## src/rtl/pipe_mux_nx1_if.sv

```systemverilog
// pipe_mux_nx1_if
//   Bundle of producer-side and consumer-side signals for pipe_mux_nx1.
//   master : the environment (drives data, valids, select, mode, out_ready)
//   slave  : the multiplexer (drives in_ready and the registered output)
//
//   in        N*W  packed input words, channel k at in[k*W +: W]
//   in_valid  N    per-channel data valid
//   in_ready  N    per-channel accept strobe (combinational)
//   s         SW   fixed-mode channel select
//   mode      1    0 = fixed select, 1 = round-robin scan
//   out       W    registered selected word
//   out_sel   SW   channel index of the word held in out
//   out_valid 1    out/out_sel hold an unconsumed word
//   out_ready 1    consumer accepts out this cycle
interface pipe_mux_nx1_if #(
    parameter int W  = 32,
    parameter int N  = 32,
    parameter int SW = 5
);
    logic [N*W-1:0] in;
    logic [N-1:0]   in_valid;
    logic [N-1:0]   in_ready;
    logic [SW-1:0]  s;
    logic           mode;
    logic [W-1:0]   out;
    logic [SW-1:0]  out_sel;
    logic           out_valid;
    logic           out_ready;

    modport master (
        output in, in_valid, s, mode, out_ready,
        input  in_ready, out, out_sel, out_valid
    );

    modport slave (
        input  in, in_valid, s, mode, out_ready,
        output in_ready, out, out_sel, out_valid
    );
endinterface

```

## src/rtl/pipe_mux_nx1.sv

```systemverilog
// pipe_mux_nx1
//   Registered N-to-1 word multiplexer with valid/ready flow control.
//   A single output register holds the selected word; it reloads whenever it
//   is empty or being consumed, giving one word per clock at one cycle of
//   latency. Channel choice is either the fixed select s, or (optional) a
//   round-robin scan starting at pointer P.
//
//   Build option: define PIPE_MUX_RR_EN to include round-robin mode and the
//   pointer. Without it, mode is ignored and the block is fixed-select only.
//
//   Ports:
//     clk    in  rising-edge clock
//     rst_n  in  asynchronous active-low reset
//     bus    slave modport of pipe_mux_nx1_if (data, handshakes, select, output)
module pipe_mux_nx1 #(
    parameter int W  = 32,
    parameter int N  = 32,
    parameter int SW = 5
) (
    input  logic           clk,
    input  logic           rst_n,
    pipe_mux_nx1_if.slave  bus
);

    localparam logic [SW:0] N_LIM = (SW+1)'(N);

    logic [W-1:0]  out_p1;
    logic [SW-1:0] sel_p1;
    logic          vld_p1;

    logic          load_ok;
    logic          cand_ok;
    logic [SW-1:0] cand;
    logic [N-1:0]  ready;
    logic          xfer;
    logic [W-1:0]  sel_data;

`ifdef PIPE_MUX_RR_EN
    logic [SW-1:0] ptr_p1;

    // First valid channel scanning p, p+1, ..., N-1, 0, ..., p-1.
    // Returns {found, index}. Scanning backwards lets the nearest hit win.
    function automatic logic [SW:0] rr_pick(input logic [N-1:0] v,
                                            input logic [SW-1:0] p);
        logic [SW:0] r;
        int          j;
        r = '0;
        for (int i = N - 1; i >= 0; i--) begin
            j = int'(p) + i;
            if (j >= N) j = j - N;
            if (v[j]) r = {1'b1, SW'(j)};
        end
        return r;
    endfunction
`endif

    assign load_ok = !vld_p1 || bus.out_ready;

    always_comb begin
        cand    = bus.s;
        cand_ok = ({1'b0, bus.s} < N_LIM);
`ifdef PIPE_MUX_RR_EN
        if (bus.mode) begin
            {cand_ok, cand} = rr_pick(bus.in_valid, ptr_p1);
        end
`endif
    end

    always_comb begin
        ready    = '0;
        sel_data = '0;
        for (int k = 0; k < N; k++) begin
            if (cand == SW'(k)) begin
                ready[k] = load_ok && cand_ok;
                sel_data = bus.in[k*W +: W];
            end
        end
    end

    assign xfer         = |(ready & bus.in_valid);
    assign bus.in_ready = ready;

    // ---- stage p1: output register (and round-robin pointer) ----
    always_ff @(posedge clk or negedge rst_n) begin
        if (!rst_n) begin
            out_p1 <= '0;
            sel_p1 <= '0;
            vld_p1 <= 1'b0;
        end else if (xfer) begin
            out_p1 <= sel_data;
            sel_p1 <= cand;
            vld_p1 <= 1'b1;
        end else if (bus.out_ready) begin
            vld_p1 <= 1'b0;
        end
    end

`ifdef PIPE_MUX_RR_EN
    // Pointer only moves on a round-robin grant, so it is kept across
    // fixed-mode periods and frozen during a stall (no transfer then).
    always_ff @(posedge clk or negedge rst_n) begin
        if (!rst_n) begin
            ptr_p1 <= '0;
        end else if (xfer && bus.mode) begin
            ptr_p1 <= (cand == SW'(N - 1)) ? '0 : cand + 1'b1;
        end
    end
`else
    logic unused_mode;
    assign unused_mode = bus.mode;
`endif

    assign bus.out       = out_p1;
    assign bus.out_sel   = sel_p1;
    assign bus.out_valid = vld_p1;

endmodule
```

## src/flat_wrapper.sv

```systemverilog
// flat-port wrapper written by rule: the top's interface ports become plain ports
module pipe_mux_nx1_flat 
#(
    parameter int W  = 32,
    parameter int N  = 32,
    parameter int SW = 5
)
  (clk, rst_n, bus_in, bus_in_valid, bus_s, bus_mode, bus_out_ready, bus_in_ready, bus_out, bus_out_sel, bus_out_valid);
  pipe_mux_nx1_if #(.W(W), .N(N), .SW(SW)) bus_i ();
  input  logic clk;
  input  logic rst_n;
  input wire logic [$bits(bus_i.in)-1:0] bus_in;
  input wire logic [$bits(bus_i.in_valid)-1:0] bus_in_valid;
  input wire logic [$bits(bus_i.s)-1:0] bus_s;
  input wire logic [$bits(bus_i.mode)-1:0] bus_mode;
  input wire logic [$bits(bus_i.out_ready)-1:0] bus_out_ready;
  output wire logic [$bits(bus_i.in_ready)-1:0] bus_in_ready;
  output wire logic [$bits(bus_i.out)-1:0] bus_out;
  output wire logic [$bits(bus_i.out_sel)-1:0] bus_out_sel;
  output wire logic [$bits(bus_i.out_valid)-1:0] bus_out_valid;
  assign bus_i.in = bus_in;
  assign bus_i.in_valid = bus_in_valid;
  assign bus_i.s = bus_s;
  assign bus_i.mode = bus_mode;
  assign bus_i.out_ready = bus_out_ready;
  assign bus_in_ready = bus_i.in_ready;
  assign bus_out = bus_i.out;
  assign bus_out_sel = bus_i.out_sel;
  assign bus_out_valid = bus_i.out_valid;
  pipe_mux_nx1 #(.W(W), .N(N), .SW(SW)) u_core (.clk(clk), .rst_n(rst_n), .bus(bus_i));
endmodule
```

## config.mk

```make
export PLATFORM = sky130hd
export DESIGN_NAME = pipe_mux_nx1_flat
export DESIGN_NICKNAME = d
export VERILOG_FILES = /design/src/rtl/pipe_mux_nx1_if.sv /design/src/rtl/pipe_mux_nx1.sv /design/src/flat_wrapper.sv
export SDC_FILE = /design/constraint.sdc
export NUM_CORES = 1
export LEC_CHECK = 0
export CORE_AREA = 2 2 441 443
export DETAILED_ROUTE_END_ITERATION = 12
export DIE_AREA = 0 0 443 445
export PLACE_DENSITY_LB_ADDON = 0.05
export SLEW_MARGIN = 10
export SYNTH_ARGS = -nofsm -noshare
export SYNTH_HDL_FRONTEND = slang
export SYNTH_SLANG_ARGS = --single-unit
export TNS_END_PERCENT = 30
```

## constraint.sdc

```tcl
create_clock -name clk -period 3.1 [get_ports clk]
set_clock_uncertainty 0.15 [all_clocks]
set_input_delay 0.62 -clock clk [delete_from_list [all_inputs] [get_ports clk]]
set_output_delay 0.62 -clock clk [all_outputs]
set_load 0.01 [all_outputs]
```

# Yosys cells after proc, flatten, opt, wreduce, memory -nomap -nowiden
# Cells that the tools add are included.
[totals]
ff_bits = 38
in_bits = 1065
out_inout_bits = 70
word_cells = 106
[classes]
eq_ne = 31
mux = 66
bitwise = 1
n_reduce_logical = 5
[ops]
columns = ["op", "count"]
rows = [
  ["$mux 32", 32],
  ["$eq 5x5->1 const B", 16],
  ["$eq 5x4->1 const B", 8],
  ["$mux 1", 34],
  ["$and 32x32->32", 1],
  ["$reduce_or 32->1", 1],
  ["$eq 5x3->1 const B", 4],
  ["$eq 5x2->1 const B", 2],
  ["$eq 5x1->1 const B", 1],
  ["$logic_not 5->1", 1],
  ["$reduce_bool 2->1", 1],
  ["$logic_not 1->1", 1],
  ["$logic_or 1x1->1", 1],
]

# Depth between registers and ports, before layout
# Gate-level depths: netlist (run 1).
[depth]
word_depth = 33
mapped_depth = 14
ltp_nobuf = 8

# Least setup slack after synthesis (run 1)
# No wires, ideal clock.
[synth_path]
path_kind = "input to register"
from = "input port bus_s[1]"
to = "register u_core.out_p1[4], in the netlist u_core.bus.out[4]"
setup_time_ns = 0.142
arrival_time_ns = 2.463
t_required_ns = 2.808
setup_slack_ns = 0.345
stages = 11
n_path_buf = 4
cell_sequence = "buf_6 > buf_4 > buf_2 > buf_1 > mux2i_1 > o2bb2ai_1 > a2111o_1 > a21oi_1 > o21ai_0 > a21oi_1 > o221ai_1"
[synth_between]
elab_chain_cells = 33
elab_cells_between_ends = 98
cone_classes = "eq/ne: 31; mux: 64; bitwise: 1; reduce/logical: 2"
[synth_lines]
columns = ["item", "line_no", "source"]
rows = [
  ["start, declared", "flat_wrapper.sv:14", "input wire logic [$bits(bus_i.s)-1:0] bus_s;"],
  ["$logic_not 5->1", "pipe_mux_nx1.sv:73", "if (cand == SW'(k)) begin"],
  ["$mux 32 (32 in series)", "pipe_mux_nx1.sv:73", ""],
  ["end signal, assigned", "pipe_mux_nx1.sv:90", "out_p1 <= sel_data;"],
  ["end, declared", "pipe_mux_nx1.sv:27", "logic [W-1:0] out_p1;"],
]
# Parallel ways exist; a longest one is shown, timed or not.
# A chain may end at the register's enable or synchronous reset.

# Worst setup path after layout (run 1)
[layout_path]
from = "input port bus_s[0]"
to = "register u_core.out_p1[10], in the netlist u_core.bus.out[10]"
# Same word-level chain as after synthesis.

==> impl_metrics.csv, run 1 <==
group,metric,value,unit
synthesis,async_reset_ff_frac,1.00,
timing,rsz0062_at_grt,"yes",
drt,drtPass1Iterations,6,
critical_path,crit_path_max_fanout,8,
cts,root_buffer,"clkbuf_16",
timing,tightestPinTransition,837,ps
critical_path,crit_type,"primary input to register",
place,place_area,27900,um2
run,maxCapViolations,0,
pwr,p_per_area,219,nW/um2
pwr,p_leak,10.9,nW
final_layout,fin_nets,4019,
synthesis,netlist_area,10000,um2
global_routing,grtUsageTotal,0.178,
drt,dr_total_vias,19900,
critical_path,rr_endpoint,"u_core.bus.out[10]",
drt,drt_iter0_markers,1234,
die,rows,161,
timing,slew_headroom,0.442,
synthesis,synth_largest_area_cell,"o22ai_1",
run_status,status,"finished, violations left",
timing,fmax,314,MHz
critical_path,cp.arrival,3270,ps
cts,cts_sinks,38,
cts,clock_path_buffers,2,
die,dieArea,197000,um2
synthesis,syn-instance-count,1469,
critical_path,worstRegToRegCells,12,
global_routing,grt_max_degree,39,
synthesis,synth_edf_count,0,
critical_path,critPathLaunchType,"primary input",
synthesis,synth.yosys.seq_area_share,0.0950,
final_layout,drive_above_1_share,0.250,
synthesis,yosysWarnings,0,
cts,clk_pin_slew,90,ps
drt,viasPerCell,3.60,
timing,slew_viol_final,0,
die,start_util,0.0522,
final_layout,final_cell_mix,"1103 x clkdlybuf4s50_1, 399 x buf_4, 143 x o22ai_1",
synthesis,synth_top_area_frac,0.0981,
place,dpl.hpwl,164000,um
synthesis,ys.flop_type,"dfrtp_1",
global_routing,overflow,0,
critical_path,crit-reg2reg-launch,"u_core.bus.out_valid",
cts,clock_latency,330,ps
timing,setup_ws,-88.8,ps
place,gp_congestion,0.856,
global_routing,grt_pass1_wl,231000,um
cts,h-tree-depth,2,
min_path,hp-class,"primary input to async pin",
drt,drcViolationCount,0,
die,ios,1135,
global_routing,antenna_found_initial,73,
cts,cts_tree,"built",
timing,finalCritPeriodShare,1.03,
synthesis,ys_top_cells_by_area,"o22ai_1 9.8%, dfrtp_1 9.5%, a22oi_1 7.4%, a21oi_1 5.6%, nor2_1 5.5%",
die,die_h,445,um
timing,hold_viol,0,
final_layout,final_area,29800,um2
critical_path,end_kind,"register",
place,io_buffers,1133,
synthesis,synth.distinct_cells,80,
synthesis,synth_seq_cells,38,
timing,fin_setup_tns,-629,ps
synthesis,syn_avg_cell_area,6.82,um2
timing,finalSetupViolCount,17,
cts,numCtsBuffers,5,
final_layout,area_delta_synth_final,197,%
die,core,192000,um2
critical_path,r2r_slack,240,ps
drt,routed_wl,184000,um
timing,holdWs,194,ps
critical_path,required,3180,ps
global_routing,first_global_vias,21700,
drt,ant_nets,0,
final_layout,layout.cells.most_common,"clkdlybuf4s50_1",
synthesis,synth_nets,2534,
timing,fin_crit,3190,ps
die,die_x,443,um
run_status,violations,"setup timing",
drt,wl_per_cell,33.4,um
pwr,ir_drop,0.200,mV
per-stage QoR:
step,utilization,std cells,total power (W),worst slack (ps)
floorplan,-,1469,0.00192,345
global placement,0.145,5426,0.00540,-1250
detailed placement,0.145,5426,0.00537,-1240
CTS,0.154,5476,0.00672,-116
global route,0.155,5504,0.00689,-116
finish,0.155,5513,0.00651,-88.8
cells in the mapped netlist, types with 8 or more instances:
| cell | instances |
|---|---|
| dfrtp_1 | 38 |
| buf_4 | 14 |
| nand2b_1 | 29 |
| nand3_1 | 28 |
| a21o_1 | 11 |
| o211ai_1 | 14 |
| nor4_1 | 19 |
| o41ai_2 | 13 |
| o41ai_1 | 8 |
| a222oi_1 | 23 |
| nor2b_1 | 28 |
| o22ai_1 | 157 |
| a221oi_1 | 19 |
| o21ai_0 | 67 |
| nor2_1 | 148 |
| nand4_1 | 21 |
| a211o_1 | 20 |
| a22oi_1 | 99 |
| buf_1 | 11 |
| nand4b_1 | 9 |
| a22o_1 | 35 |
| a21oi_1 | 113 |
| mux2i_1 | 28 |
| nand2_1 | 103 |
| o2111ai_1 | 14 |
| buf_6 | 15 |
| or3_1 | 9 |
| a211oi_1 | 33 |
| a31oi_1 | 29 |
| o21ai_1 | 16 |
| o221ai_1 | 21 |
| nor3_1 | 51 |
| buf_2 | 54 |
| and3_1 | 8 |
| clkbuf_1 | 55 |
| o22a_1 | 12 |
state kept, by name (all words and copies together), names as in the netlist:
signal and cells:
u_core.bus.out 32, u_core.bus.out_sel 5, u_core.bus.out_valid 1
cell families after synthesis:
group	count (synthesis)	synth area share
and+or+nand+nor	502	0.263
DFF	38	0.0950
xor gates and xnor gates	1	0.00162
buffers and inverters	155	0.0830
muxes	35	0.0359
AOI/OAI and AO/OA	738	0.522
how the worst max path moves through the flow:
stage	from	slack [ps]	to
after global routing	bus_s[0]	-120	u_core.bus.out[10]
after CTS	bus_s[1]	-120	u_core.bus.out[1]
after global placement	bus_s[1]	-1250	u_core.bus.out[6]
final	bus_s[0]	-90	u_core.bus.out[10]
after floorplan	bus_s[1]	350	u_core.bus.out[4]
after detailed placement	bus_s[0]	-1240	u_core.bus.out[21]
critical path, stage by stage:
cell,delay [ps]
buf_12,120
buf_8,130
or3b_4,160
nor2_4,50
buf_4,120
a22oi_2,270
nand4_1,200
nor4_4,550
buf_4,200
a21o_4,220
buf_12,140
buf_12,100
buf_12,130
a221oi_4,50
a21o_1,180
area by class of cell:
type / count / area (um2)
fill: 21900 / 162000
timing repair buffer: 1628 / 16100
multi-input combinational: 1276 / 9280
tap: 2526 / 3160
sequential: 38 / 951
clock buffer: 6 / 139
antenna: 32 / 80.1
clock inverter: 2 / 60.1
inverter: 5 / 22.5
where the power goes:
group / switching (W) / total, W / internal [W]
Combinational: 0.00213 / 0.00481 / 0.00268
Sequential: 0.000169 / 0.000876 / 0.000706
Clock: 0.000341 / 0.000828 / 0.000488
what timing repair did:
item,in CTS,in global routing
pin swaps,53,21
hold buffers,0,0
setup buffers,41,11
gates cloned,7,0
resized for setup,240,47
endpoints found under the setup margin,67,43
metal layers:
metal | share of wire | vias up | global-route usage
met2 | 0.55 | 838 | 0.345
met4 | 0.021 | 14 | 0.0438
li1 | - | 9000 | -
met3 | 0.049 | 141 | 0.0281
met1 | 0.38 | 9858 | 0.200
met5 | 0.00049 | - | 0
No activity file was read; power rests on OpenSTA's default activity.
==> run 2, diff against run 1 <==
--- a/config.mk
+++ b/config.mk
@@ -9,7 +9,6 @@
 export DETAILED_ROUTE_END_ITERATION = 12
 export DIE_AREA = 0 0 443 445
 export PLACE_DENSITY_LB_ADDON = 0.05
-export SLEW_MARGIN = 10
 export SYNTH_ARGS = -nofsm -noshare
 export SYNTH_HDL_FRONTEND = slang
 export SYNTH_SLANG_ARGS = --single-unit
==> constraint.sdc (replaced) <==
create_clock -name clk -period 3.36 [get_ports clk]
set_clock_uncertainty 0.15 [all_clocks]
set_input_delay 0.672 -clock clk [delete_from_list [all_inputs] [get_ports clk]]
set_output_delay 0.672 -clock clk [all_outputs]
set_load 0.01 [all_outputs]
==> run 2 against run 1 <==
Compared with the run above: the run now ends clean; combinational power shrank 14%; critical path depth shrank 2; largest power group unchanged; critical path type unchanged; setup slack gained 140 ps.
==> impl_metrics.csv, run 2 (synthesis results as in run 1) <==
group,metric,value,unit
final_layout,layout.cells.most_common,"clkdlybuf4s50_1",
drt,routed_wl,181000,um
run,maxCapViolations,0,
timing,slew_viol_final,0,
timing,fin_crit,3310,ps
critical_path,cp.arrival,3430,ps
timing,holdWs,259,ps
drt,drcViolationCount,0,
global_routing,antenna_found_initial,56,
timing,rsz0062_at_grt,"yes",
timing,slew_headroom,0.248,
cts,holdBufCountCts,0,
cts,clock_path_buffers,2,
timing,finalCritPeriodShare,0.984,
die,start_util,0.0522,
timing,fmax,302,MHz
cts,clk_pin_slew,80,ps
die,die_x,443,um
critical_path,startpoint,"bus_s[4]",
final_layout,largest_register_ffs,32,
timing,hold_viol,0,
die,dieArea,197000,um2
die,rows,161,
drt,viasPerCell,3.61,
global_routing,first_global_vias,21500,
place,gp_congestion,0.860,
die,ios,1135,
pwr,p_per_area,199,nW/um2
cts,numCtsBuffers,5,
cts,root_buffer,"clkbuf_16",
cts,h-tree-depth,2,
timing,tightestPinTransition,1120,ps
critical_path,required,3490,ps
place,io_buffers,1133,
final_layout,fin_nets,3952,
critical_path,crit-reg2reg-launch,"u_core.bus.out_valid",
drt,drt_iter0_markers,1286,
final_layout,final_area,28300,um2
global_routing,grtUsageTotal,0.175,
cts,cts_sinks,38,
min_path,hp-class,"primary input to async pin",
timing,fin_setup_tns,0,ps
pwr,ir_drop,0.191,mV
run_status,status,"complete, no violations",
die,core,192000,um2
pwr,p_leak,10.4,nW
critical_path,critPathLaunchType,"primary input",
drt,dr_total_vias,19600,
critical_path,end_kind,"register",
place,place_area,27600,um2
cts,cts_tree,"built",
final_layout,area_delta_synth_final,183,%
drt,drtPass1Iterations,8,
cts,clock_latency,320,ps
drt,ant_nets,0,
final_layout,drive_above_1_share,0.207,
timing,finalSetupViolCount,0,
critical_path,crit_path_max_fanout,8,
global_routing,grt_pass1_wl,229000,um
critical_path,crit_type,"primary input to register",
place,dpl.hpwl,164000,um
die,die_h,445,um
drt,wl_per_cell,33.4,um
final_layout,final_cell_mix,"1110 x clkdlybuf4s50_1, 377 x buf_4, 152 x o22ai_1",
global_routing,grt_max_degree,39,
global_routing,overflow,0,
run 2: cell count changes in the layout (fill, tap and decap cells not counted), moves of 9 or more:
cell | before | now
buf_6 | 29 | 6
buf_4 | 399 | 377
diode_2 | 32 | 12
buf_12 | 62 | 50
buf_8 | 11 | 0
nand2_1 | 77 | 87
nor2_1 | 120 | 130
dlygate4sd2_1 | 15 | 6
nor3_1 | 34 | 43
o22ai_1 | 143 | 152
run 2: final cells by class:
cell class | count | area (um2)
multi-input combinational | 1276 | 8760
inverter | 5 | 22.5
tap | 2526 | 3160
sequential | 38 | 951
antenna | 12 | 30.0
clock inverter | 3 | 68.8
fill | 21900 | 164000
clock buffer | 5 | 125
timing repair buffer | 1561 | 15200
run 2: power by group:
group | switching (W) | total, W | internal, W
combinational | 0.00184 | 0.00413 | 0.00228
sequential | 0.000139 | 0.000791 | 0.000652
clock | 0.000304 | 0.000734 | 0.000430
total | 0.00229 | 0.00565 | 0.00337
run 2: final timing paths:
| path | cells after the start | to | slack (ps) |
|---|---|---|---|
| min in group clk | 2 | u_core.bus.out[2] | 340 |
| max in group asynchronous | 1 | u_core.bus.out[14] | 2200 |
| worst max register to register | 11 | u_core.bus.out[4] | 560 |
| worst min register to register | 2 | u_core.bus.out[2] | 340 |
| worst min-delay path | 1 | u_core.bus.out[29] | 260 |
| worst max-delay path | 13 | u_core.bus.out[29] | 50 |
run 2: through the flow:
step	util	total power [W]	setup WS, ps	std cells
3_3_place_gp	0.144	0.00496	-967	5398
5_1_grt	0.148	0.00599	-35.3	5419
6_report	0.148	0.00565	54.1	5426
3_5_place_dp	0.144	0.00493	-1000	5398
2_1_floorplan	-	0.00177	553	1469
4_1_cts	0.146	0.00580	-73.9	5408
run 2: layer usage:
metal | up-vias | track usage | routed length, um
met5 | - | 0 | 126
met2 | 785 | 0.349 | 100000
met4 | 22 | 0.0194 | 2200
met1 | 9857 | 0.199 | 71000
li1 | 8818 | - | -
met3 | 118 | 0.0272 | 7700
run 2: repair_timing:
action / CTS / global route
resized for setup: 69 / 35
pin swaps: 6 / 8
endpoints found under the setup margin: 56 / 34
setup buffers: 2 / 5
gates cloned: 0 / 1
run 2: critical path, cell delays in order:
cell	delay [ps]
clkbuf_4	190
buf_6	180
or4b_1	600
buf_4	220
buf_12	140
o22ai_1	160
o22ai_1	140
a21oi_2	190
buf_4	130
nand4b_1	140
o2111ai_1	260
nand3_1	250
a22o_1	140
==> variant: new RTL, settings of run 1 <==
The option `PIPE_MUX_RR_EN` is turned on by a define.
--- a/src/rtl/pipe_mux_nx1.sv
+++ b/src/rtl/pipe_mux_nx1.sv
@@ -12,6 +12,8 @@
 //     clk    in  rising-edge clock
 //     rst_n  in  asynchronous active-low reset
 //     bus    slave modport of pipe_mux_nx1_if (data, handshakes, select, output)
+`define PIPE_MUX_RR_EN
+
 module pipe_mux_nx1 #(
     parameter int W  = 32,
     parameter int N  = 32,
Formal check against the unedited RTL: not equivalent (Yosys sat finds a counterexample within 4 cycles, from zero or initial values and one cycle with rst_n low).
==> variant against run 1 <==
Setup slack got worse by 4.2 ns; area after synthesis rose by 84%; design area increased by 57%; sequential cell count rose by 5; the flow still finishes with violations (setup timing); highest routed layer unchanged; critical endpoint is now u_core.bus.out[21]; critical path depth grew 14; wire length increased by 67%.
Power is not shown: default switching activity piles up to over one toggle a cycle in this logic, so the estimate is an artifact.
==> variant: results (changes against run 1) <==
[placement]
globalplace.congestion = 0.972  ; +14%
dp_hpwl_um = 273000  ; +66%
dp.cells = 7241  ; +33%
numPortBuffers = 1134  ; +0.088%

[clock_tree]
clk_pin_slew_ns = 0.09  ; about the same
clock_latency_ns = 0.35  ; +0.02 ns

[worst_setup_path]
reg2reg_depth = 29  ; +17
path_max_fanout = 15  ; +7
critPathKind = register to register
timing.critical_path.from = u_core.ptr_p1[1]
r2r_end = u_core.bus.out[21]
cpPeakStageDelay_ns = 0.80  ; +0.25 ns
path_delay_family = compound AO/OA/AOI/OAI gates

[timing]
slew_headroom_pct = 39.4  ; -4.7 points
setup_viol = 75  ; +58
fin_ws_ns = -4.32  ; -4.23 ns

[route]
routed_wl_um = 307000  ; +67%
m1WireLength_um = 129000  ; +83%
dr.pass1.iters = 7  ; +1
dr.first_iter.drc_count = 2773  ; +120%
wl_met3_um = 14700  ; +64%
avgViaCountPerCell = 4.67  ; +30%

[grt]
grt_max_degree = 31  ; -21%
grt_pass1_vias = 35500  ; +64%
track_usage_pct = 29.8  ; +12 points
grt_pass1_wl_um = 386000  ; +67%

[finish]
drive_gt1_share_pct = 38.4  ; +13 points
final_cells = 7383  ; +34%
fin_nets = 5885  ; +46%

[logic_synthesis]
yosys-top-cells-area = mux4_2 (9.1%), mux2i_1 (6.1%), nand2_1 (6.0%), dfrtp_1 (5.8%), o21ai_0 (5.4%)
synth_common_cells = nand2_1 (297), nor2_1 (214), o21ai_0 (199), a21oi_1 (157), clkbuf_1 (121)
synthesis.nets = 3691  ; +46%
synth-seq-area-share_pct = 5.83  ; -3.7 points
ys_types = 109  ; +36%
synth_area_per_cell_sq_um = 7.08  ; +3.9%

[status]
status = finished with violations
violations = setup timing

-- variant: worst min path at each step --
| stage | from | end | slack (ns) | depth (start not counted) |
|---|---|---|---|---|
| 2_1_floorplan | rst_n | u_core.bus.out[0] | 0.17 | 0 |
| 3_3_place_gp | u_core.bus.out_sel[2] | u_core.bus.out_sel[2] | 0.33 | 2 |
| 3_5_place_dp | u_core.bus.out_sel[3] | u_core.bus.out_sel[3] | 0.34 | 2 |
| 4_1_cts | rst_n | u_core.bus.out[2] | 0.24 | 1 |
| 5_1_grt | rst_n | u_core.bus.out[2] | 0.26 | 1 |
| 6_report | rst_n | u_core.bus.out[3] | 0.21 | 1 |
-- variant: final cells by class --
cell class                 count  area, sq um
antenna                       53          133
clock buffer                   5          125
clock inverter                 3         23.8
fill                       21300       145000
inverter                      30          179
multi-input combinational   2299        18600
sequential                    43         1080
tap                         2526         3160
timing repair buffer        2424        23500
-- variant: through the flow --
step / hold WS [ns] / setup WS (ns) / util (%)
after floorplan: 0.174 / -3.64 / -
final: 0.208 / -4.32 / 24.4
after CTS: 0.235 / -4.42 / 23.8
after detailed placement: 0.336 / -5.78 / 22.4
after global routing: 0.263 / -4.46 / 24.3
after global placement: 0.328 / -6.08 / 22.4
-- variant: repair_timing --
action | in CTS | in global routing
setup endpoints to repair | 75 | 75
pin swaps | 95 | 66
setup buffers | 62 | 29
cloned | 5 | 1
gates resized for setup | 437 | 224
-- variant: cells by family (layout without fill, tap and decap cells) --
kind of cell	Yosys count	count (layout)	share of synthesized area, %
buf+inv	267	2462	6.69
flops	43	43	5.83
mux	235	235	18.2
xor+xnor	39	39	1.93
other cells	0	53	0
compound gates	1083	1083	41.4
simple gates	925	925	24.8
fa+ha+maj	17	17	1.15
-- variant: layer usage --
layer  up-vias  global-route usage, %
met3       380                   4.38
met2      1377                   52.9
li1      15000                      -
met1     17700                   36.9
met5         -                      0
met4        62                   8.65
-- variant: worst reg2reg max path, delay by kind of cell (launching register included) --
family | cells | cell delay (ns)
mux | 3 | 1.43
flops | 1 | 0.49
buf+inv | 6 | 0.91
simple gates | 3 | 0.45
fa+ha+maj | 2 | 0.55
compound gates | 15 | 3.34
